`src/rtl/multiword_add_seq.sv`:
```
`default_nettype none
// ============================================================================
// multiword_add_seq : WORDS x 8-bit add/subtract, one byte slice per cycle,
//                     LSB slice first, through an external 8-bit adder.
// Revision 1.0 - initial release
// ============================================================================
module multiword_add_seq #(
  parameter int WORDS = 4
) (
  input  logic                 clk,
  input  logic                 rst,
  input  logic                 in_valid,
  output logic                 in_ready,
  input  logic [8*WORDS-1:0]   op_a,
  input  logic [8*WORDS-1:0]   op_b,
  input  logic                 sub,
  input  logic                 cin,
  output logic                 out_valid,
  input  logic                 out_ready,
  output logic [8*WORDS-1:0]   sum,
  output logic                 cout,
  output logic                 ovf,
  output logic [7:0]           add_a,
  output logic [7:0]           add_b,
  output logic                 add_ci,
  input  logic [7:0]           add_s,
  input  logic                 add_co
);

  localparam int            W        = 8 * WORDS;
  localparam int            IW       = $clog2(WORDS);
  localparam logic [IW-1:0] LAST_IDX = IW'(WORDS - 1);

  typedef enum logic [1:0] {
    IDLE = 2'd0,
    RUN  = 2'd1,
    DONE = 2'd2
  } state_t;

  state_t        state_q, state_d;
  logic [IW-1:0] idx_q, idx_d;
  logic [W-1:0]  a_q, a_d;
  logic [W-1:0]  b_q, b_d;
  logic [W-1:0]  sum_q, sum_d;
  logic          carry_q, carry_d;
  logic          cout_q, cout_d;
  logic          ovf_q, ovf_d;
  logic [7:0]    slice_a, slice_b;

  // Constant-index slice mux keeps every select in range for any legal WORDS.
  always_comb begin
    slice_a = '0;
    slice_b = '0;
    for (int k = 0; k < WORDS; k++) begin
      if (idx_q == IW'(k)) begin
        slice_a = a_q[8*k +: 8];
        slice_b = b_q[8*k +: 8];
      end
    end
  end

  always_comb begin
    state_d = state_q;
    idx_d   = idx_q;
    a_d     = a_q;
    b_d     = b_q;
    sum_d   = sum_q;
    carry_d = carry_q;
    cout_d  = cout_q;
    ovf_d   = ovf_q;
    add_a   = '0;
    add_b   = '0;
    add_ci  = 1'b0;

    case (state_q)
      IDLE: begin
        if (in_valid) begin
          a_d     = op_a;
          b_d     = sub ? ~op_b : op_b;
          carry_d = sub | cin;
          idx_d   = '0;
          state_d = RUN;
        end
      end
      RUN: begin
        add_a   = slice_a;
        add_b   = slice_b;
        add_ci  = carry_q;
        for (int k = 0; k < WORDS; k++) begin
          if (idx_q == IW'(k)) begin
            sum_d[8*k +: 8] = add_s;
          end
        end
        carry_d = add_co;
        if (idx_q == LAST_IDX) begin
          // Signed overflow: operand signs agree but the result sign differs.
          cout_d  = add_co;
          ovf_d   = (a_q[W-1] == b_q[W-1]) & (add_s[7] != a_q[W-1]);
          idx_d   = '0;
          state_d = DONE;
        end else begin
          idx_d = idx_q + 1'b1;
        end
      end
      DONE: begin
        if (out_ready) begin
          state_d = IDLE;
        end
      end
      default: begin
        state_d = IDLE;
      end
    endcase
  end

  always_ff @(posedge clk or negedge rst) begin
    if (!rst) begin
      state_q <= IDLE;
      idx_q   <= '0;
      a_q     <= '0;
      b_q     <= '0;
      sum_q   <= '0;
      carry_q <= 1'b0;
      cout_q  <= 1'b0;
      ovf_q   <= 1'b0;
    end else begin
      state_q <= state_d;
      idx_q   <= idx_d;
      a_q     <= a_d;
      b_q     <= b_d;
      sum_q   <= sum_d;
      carry_q <= carry_d;
      cout_q  <= cout_d;
      ovf_q   <= ovf_d;
    end
  end

  assign in_ready  = (state_q == IDLE);
  assign out_valid = (state_q == DONE);
  assign sum       = sum_q;
  assign cout      = cout_q;
  assign ovf       = ovf_q;

endmodule
`default_nettype wire

```
`config.mk`:
```
export PLATFORM = sky130hd
export DESIGN_NAME = multiword_add_seq
export DESIGN_NICKNAME = d
export VERILOG_FILES = /design/src/rtl/multiword_add_seq.sv
export SDC_FILE = /design/constraint.sdc
export NUM_CORES = 1
export LEC_CHECK = 0
export BUFFER_PORTS_ARGS = -buffer_cell sky130_fd_sc_hd__buf_2
export CAP_MARGIN = 20
export CORE_MARGIN = 3
export CORE_UTILIZATION = 56
export DETAILED_ROUTE_END_ITERATION = 8
export PLACE_DENSITY = 0.85
export SLEW_MARGIN = 25
export SYNTH_ARGS = -nofsm -noshare
export SYNTH_HDL_FRONTEND = slang
export SYNTH_SLANG_ARGS = --single-unit
```
`constraint.sdc`:
```
create_clock -name clk -period 2.9 [get_ports clk]
set_input_delay 0.58 -clock clk [delete_from_list [all_inputs] [get_ports clk]]
set_output_delay 0.58 -clock clk [all_outputs]
set_load 0.02 [all_outputs]
```
Yosys cells after proc, flatten, opt, wreduce, memory -nomap -nowiden --
Index checks and enable logic that the tools add are counted. W data, S select, Z words.
Storage, ports and cells: output and inout port bits 53, register bits 103, memory bits (writable) 0, bits in latches 0, memories kept 0, bits in read-only memories 0
Operators by class: add/subtract/negate cells 1, bitwise gates (word level) 3, magnitude comparators 0, multiplexer cells 21, divide/modulo/power cells 0, multipliers 0, equal/unequal tests 10, shift-type cells 0, reductions and logical operators 10
Operators with widths (count):
- $mux W8 | 10
- $mux W32 | 1
- $not A32 Y32 | 1
- $reduce_and A2 Y1 | 6
- $mux W2 | 5
- $eq A2 B2 Y1 const B | 3
- $pmux W2 S3 | 1
- $eq A2 B1 Y1 const B | 2
- $logic_not A2 Y1 | 2
- $ne A2 B2 Y1 const B | 2
- $pmux W2 S2 | 1
- $reduce_and A3 Y1 | 1
- $add A2 B1 Y2 const B | 1
- $mux W1 | 2
- $ne A2 B1 Y1 const B | 1
- $pmux W1 S2 | 1
- $reduce_bool A2 Y1 | 1
- $and A1 B1 Y1 | 1
- $eq A1 B1 Y1 | 1
- $ne A1 B1 Y1 | 1
- $or A1 B1 Y1 | 1

Depth between registers and ports, before layout --
depth in word-level cells 6, gate-level depth with buffers 7, gate-level depth less buffers 5

Least setup slack after synthesis --
OpenSTA, ideal clock, no wires.
path type reg-to-output, start reg idx_q[0], end out add_a[0], cell stages (with the launch flop) 7, required time 2320 ps, arrival 1843 ps, slack 477 ps, path buffers 2, cell sequence dfrtp_1 ha_1 buf_2 nor2b_2 buf_2 a221oi_1 o31ai_1
Between the ends: word-level cells in the longest chain between the ends 6, elaborated cells on any way between the ends 9, classes of those cells eq/ne (3); mux (5); reduce/logical (1)
RTL lines:
- start, declared | RTL line 41 | logic [IW-1:0] idx_q, idx_d;
- start signal, assigned | RTL line 128 | idx_q <= idx_d;
- $logic_not A2 Y1 | RTL line 55 | if (idx_q == IW'(k)) begin
- $mux W8 (3 in a row) | RTL line 55
- $mux W8 * | RTL line 55
- $mux W8 * | RTL line 75 | case (state_q)
- end, declared | RTL line 23 | output logic [7:0] add_a,
Mark *: on every way between the ends. The rest lies on a longest branch, timed or not.

Worst setup path in the final report --
start reg idx_q[1], end out add_b[7]
Between the ends: word-level cells in the longest chain between the ends 6, elaborated cells on any way between the ends 9, classes of those cells eq/ne (3); mux (5); reduce/logical (1)
RTL lines:
- $logic_not A2 Y1 | RTL line 55
- $mux W8 (3 in a row) | RTL line 55
- $mux W8 * | RTL line 55
- $mux W8 * | RTL line 75
- end, declared | RTL line 24 | output logic [7:0] add_b,
Marked as above.

==> impl_metrics.env <==
export IMPL_clock_latency_ns=0.37
export IMPL_switching_share=0.436
export IMPL_dpl_cell_count=671
export IMPL_syn_area_per_cell_um2=10.2
export IMPL_dp_hpwl_mm=8.49
export IMPL_drv_cap=0
export IMPL_clock_sinks=103
export IMPL_async_flop_share=1.00
export IMPL_nNetsFinal=663
export IMPL_grt_overflow_total=0
export IMPL_dieArea_um2=9530
export IMPL_status="completed"
export IMPL_via_count=3885
export IMPL_netlist_instances=461
export IMPL_antenna_found_initial=0
export IMPL_gp_congestion=0.975
export IMPL_fin_ws_ns=0.0604
export IMPL_drtIter0Drc=213
export IMPL_path_class="reg2out"
export IMPL_synth_flop_cell="dfrtp_1"
export IMPL_yosysUniqueCellTypes=29
export IMPL_grt_first_pass_wirelength_mm=18.3
export IMPL_dr_pass1_iters=5
export IMPL_p_int_uw=3760
export IMPL_syn_cell_area_um2=4700
export IMPL_rows=32
export IMPL_wl_per_cell_um=16.5
export IMPL_worst_pin_slew_ns=0.906
export IMPL_setup_viol=0
export IMPL_vdd_ir_drop_max_uv=749
export IMPL_leakagePower_uw=0.00275
export IMPL_p_comb_frac=0.468
export IMPL_ioPinCount=132
export IMPL_p_seq_frac=0.391
export IMPL_slew_headroom=0.396
export IMPL_hold_path_class="in2async"
export IMPL_crit_required_ns=2.32
export IMPL_instances_no_fill=687
export IMPL_routed_wl_mm=11.4
export IMPL_fmax_mhz=352
export IMPL_start_util=0.593
export IMPL_cp_max_fo=10
export IMPL_final_layout_size_suffix_gt1_frac=0.340
export IMPL_cts_tree="yes"
export IMPL_period_share=0.979
export IMPL_cts_clk_slew_worst_paths_ns=0.10
export IMPL_grt_pass1_vias=3834
export IMPL_rsz0062_at_grt="false"
export IMPL_cts_inserted_buffers=9
export IMPL_syn2layout_area_growth_pct=19.9
export IMPL_cellPowerDensity_nw_per_um2=1180
export IMPL_clkPwrFrac=0.141
export IMPL_crit_arrival_ns=2.26
export IMPL_vias_per_cell=5.66
export IMPL_cts_hold_buffers=0
export IMPL_die_h_um=97.6
export IMPL_ant_nets=0
export IMPL_setup_tns_ns=0
export IMPL_synth_edff_count=0
export IMPL_hold_viol=0
export IMPL_cts_htree_levels=3
export IMPL_yosysWarnings=0
export IMPL_slew_viol_final=0
export IMPL_ys_seq_area_frac=0.548
export IMPL_ff2ff_path_depth=4
export IMPL_grt_max_degree=74
export IMPL_skew_ns=0.0133
export IMPL_clock_root_buffer="clkbuf_8"
export IMPL_min_period_ns=2.84
export IMPL_antennaDiodeCount=0
export IMPL_io_buffers=131
export IMPL_clockBufferDepth=2
export IMPL_power_switching_uw=2900
export IMPL_place_ws_ns=0.411
export IMPL_end_kind="output port"
export IMPL_globalRouteTotalUtil=0.242
export IMPL_drc=0
export IMPL_core_um2=7930
export IMPL_die_w_um=97.6
export IMPL_ys_ff_latch=103
export IMPL_syn_nets=544
export IMPL_startpoint_type="flip-flop"
[final cells by class]
class                           count  area, µm²
Sequential cell                   103       2580
Tap cell                          102        128
Clock inverter                      7       86.3
Fill cell                         609       2290
Timing Repair Buffer              141        746
Inverter                            4       18.8
Clock buffer                        9        124
Multi-Input combinational cell    321       1950
[synth_stat cells (4+ instances only)]
cell        n  area (µm²)
nand3_1    17        85.1
xnor2_1    32         280
clkbuf_1    8        30.0
o31ai_1    16         120
dfrtp_1   103        2580
nand2_1   133         499
o21ai_1     4        20.0
a221oi_1   16         140
inv_1       4        15.0
buf_2      18        90.1
mux2_2     33         372
ha_1        4        50.1
o21ai_0    48         240
[layer usage]
layer | wire length (µm) | global-route usage
met1 | 4330 | 0.295
met2 | 5700 | 0.405
met3 | 950 | 0.0668
met4 | 380 | 0.0990
met5 | 0 | 0
[worst max-delay path, cell delays in order, from the launching register on]
cell	delay, ns
dfrtp_1	0.43
inv_1	0.12
ha_1	0.23
nor2b_4	0.24
buf_4	0.21
a221oi_1	0.10
o32ai_1	0.33
buf_2	0.23
[through the flow]
step | power [µW] | hold WS (ns) | cell area, µm² | utilization
final | 6660 | 0.229 | 5630 | 0.711
after global routing | 7110 | 0.261 | 5630 | 0.711
after CTS | 6660 | 0.239 | 5630 | 0.710
after detailed placement | 5720 | 0.461 | 5410 | 0.682
after global placement | 5570 | 0.455 | 5410 | 0.682
after floorplan | 4670 | 0.284 | 4700 | -
[flip-flops by register name (all words and copies together) (netlist names)]
| register | cells |
|---|---|
| idx_q | 2 |
| carry_q | 1 |
| sum | 32 |
| state_q | 2 |
| cout | 1 |
| ovf | 1 |
| a_q | 32 |
| b_q | 32 |
[path summary, 6_finish.rpt]
check / to / start / slack (ns)
setup / recovery: add_b[7] / idx_q[1] / 0.06
hold / removal: state_q[1] / rst / 0.23
setup reg to reg: sum[25] / idx_q[0] / 1.00
hold reg to reg: a_q[23] / a_q[23] / 0.48
max in group asynchronous: sum[5] / rst / 1.83
min in group clk: a_q[15] / op_a[15] / 0.39
[power groups by stage]
stage               sequential (µW)  clock (µW)  combinational, µW
floorplan                      2770           0               1890
global placement               2590           0               2990
detailed placement             2620           0               3100
CTS                            2600         953               3110
global route                   2690        1010               3410
finish                         2600         937               3120
[cell families after synthesis]
| group | synth area share |
|---|---|
| compound gates | 0.116 |
| xor+xnor | 0.0596 |
| fa+ha+maj | 0.0107 |
| buf+inv | 0.0402 |
| flops | 0.548 |
| mux | 0.0791 |
| simple gates | 0.146 |
[cells in the final DEF (no fill, tap or decap)]
master      synthesis  final
nor3b_4             0      1
nand3b_1            1      1
nor2_1              2      2
o31ai_1            16     15
inv_6               0      2
buf_2              18    130
a21oi_1             1      1
buf_4               3     10
and3b_1             1      1
nand3_1            17     17
o31ai_2             0      1
mux2_2             33     33
nor2b_4             0      1
a221oi_1           16     16
clkinvlp_4          0      2
nor2b_1             2      1
inv_8               0      2
nand2b_1            2      2
buf_12              0      1
xnor2_1            32     32
nand2_1           133    133
nor2b_2             1      1
ha_1                4      4
o21ai_1             4      4
or3b_4              0      1
nand2_2             3      3
bufinv_16           0      1
and2_1              1      1
clkbuf_8            0      9
o32ai_1             2      2
clkinv_4            0      1
o21ai_0            48     48
dfrtp_1           103    103
inv_1               4      3
[repair_timing]
action | 4_1_cts | 5_1_grt
resized for setup | 1 | 2
setup buffers | 0 | 0
pin swaps | 0 | 2
endpoints found under the setup margin | 1 | 5
(Power assumes the default switching activity.)
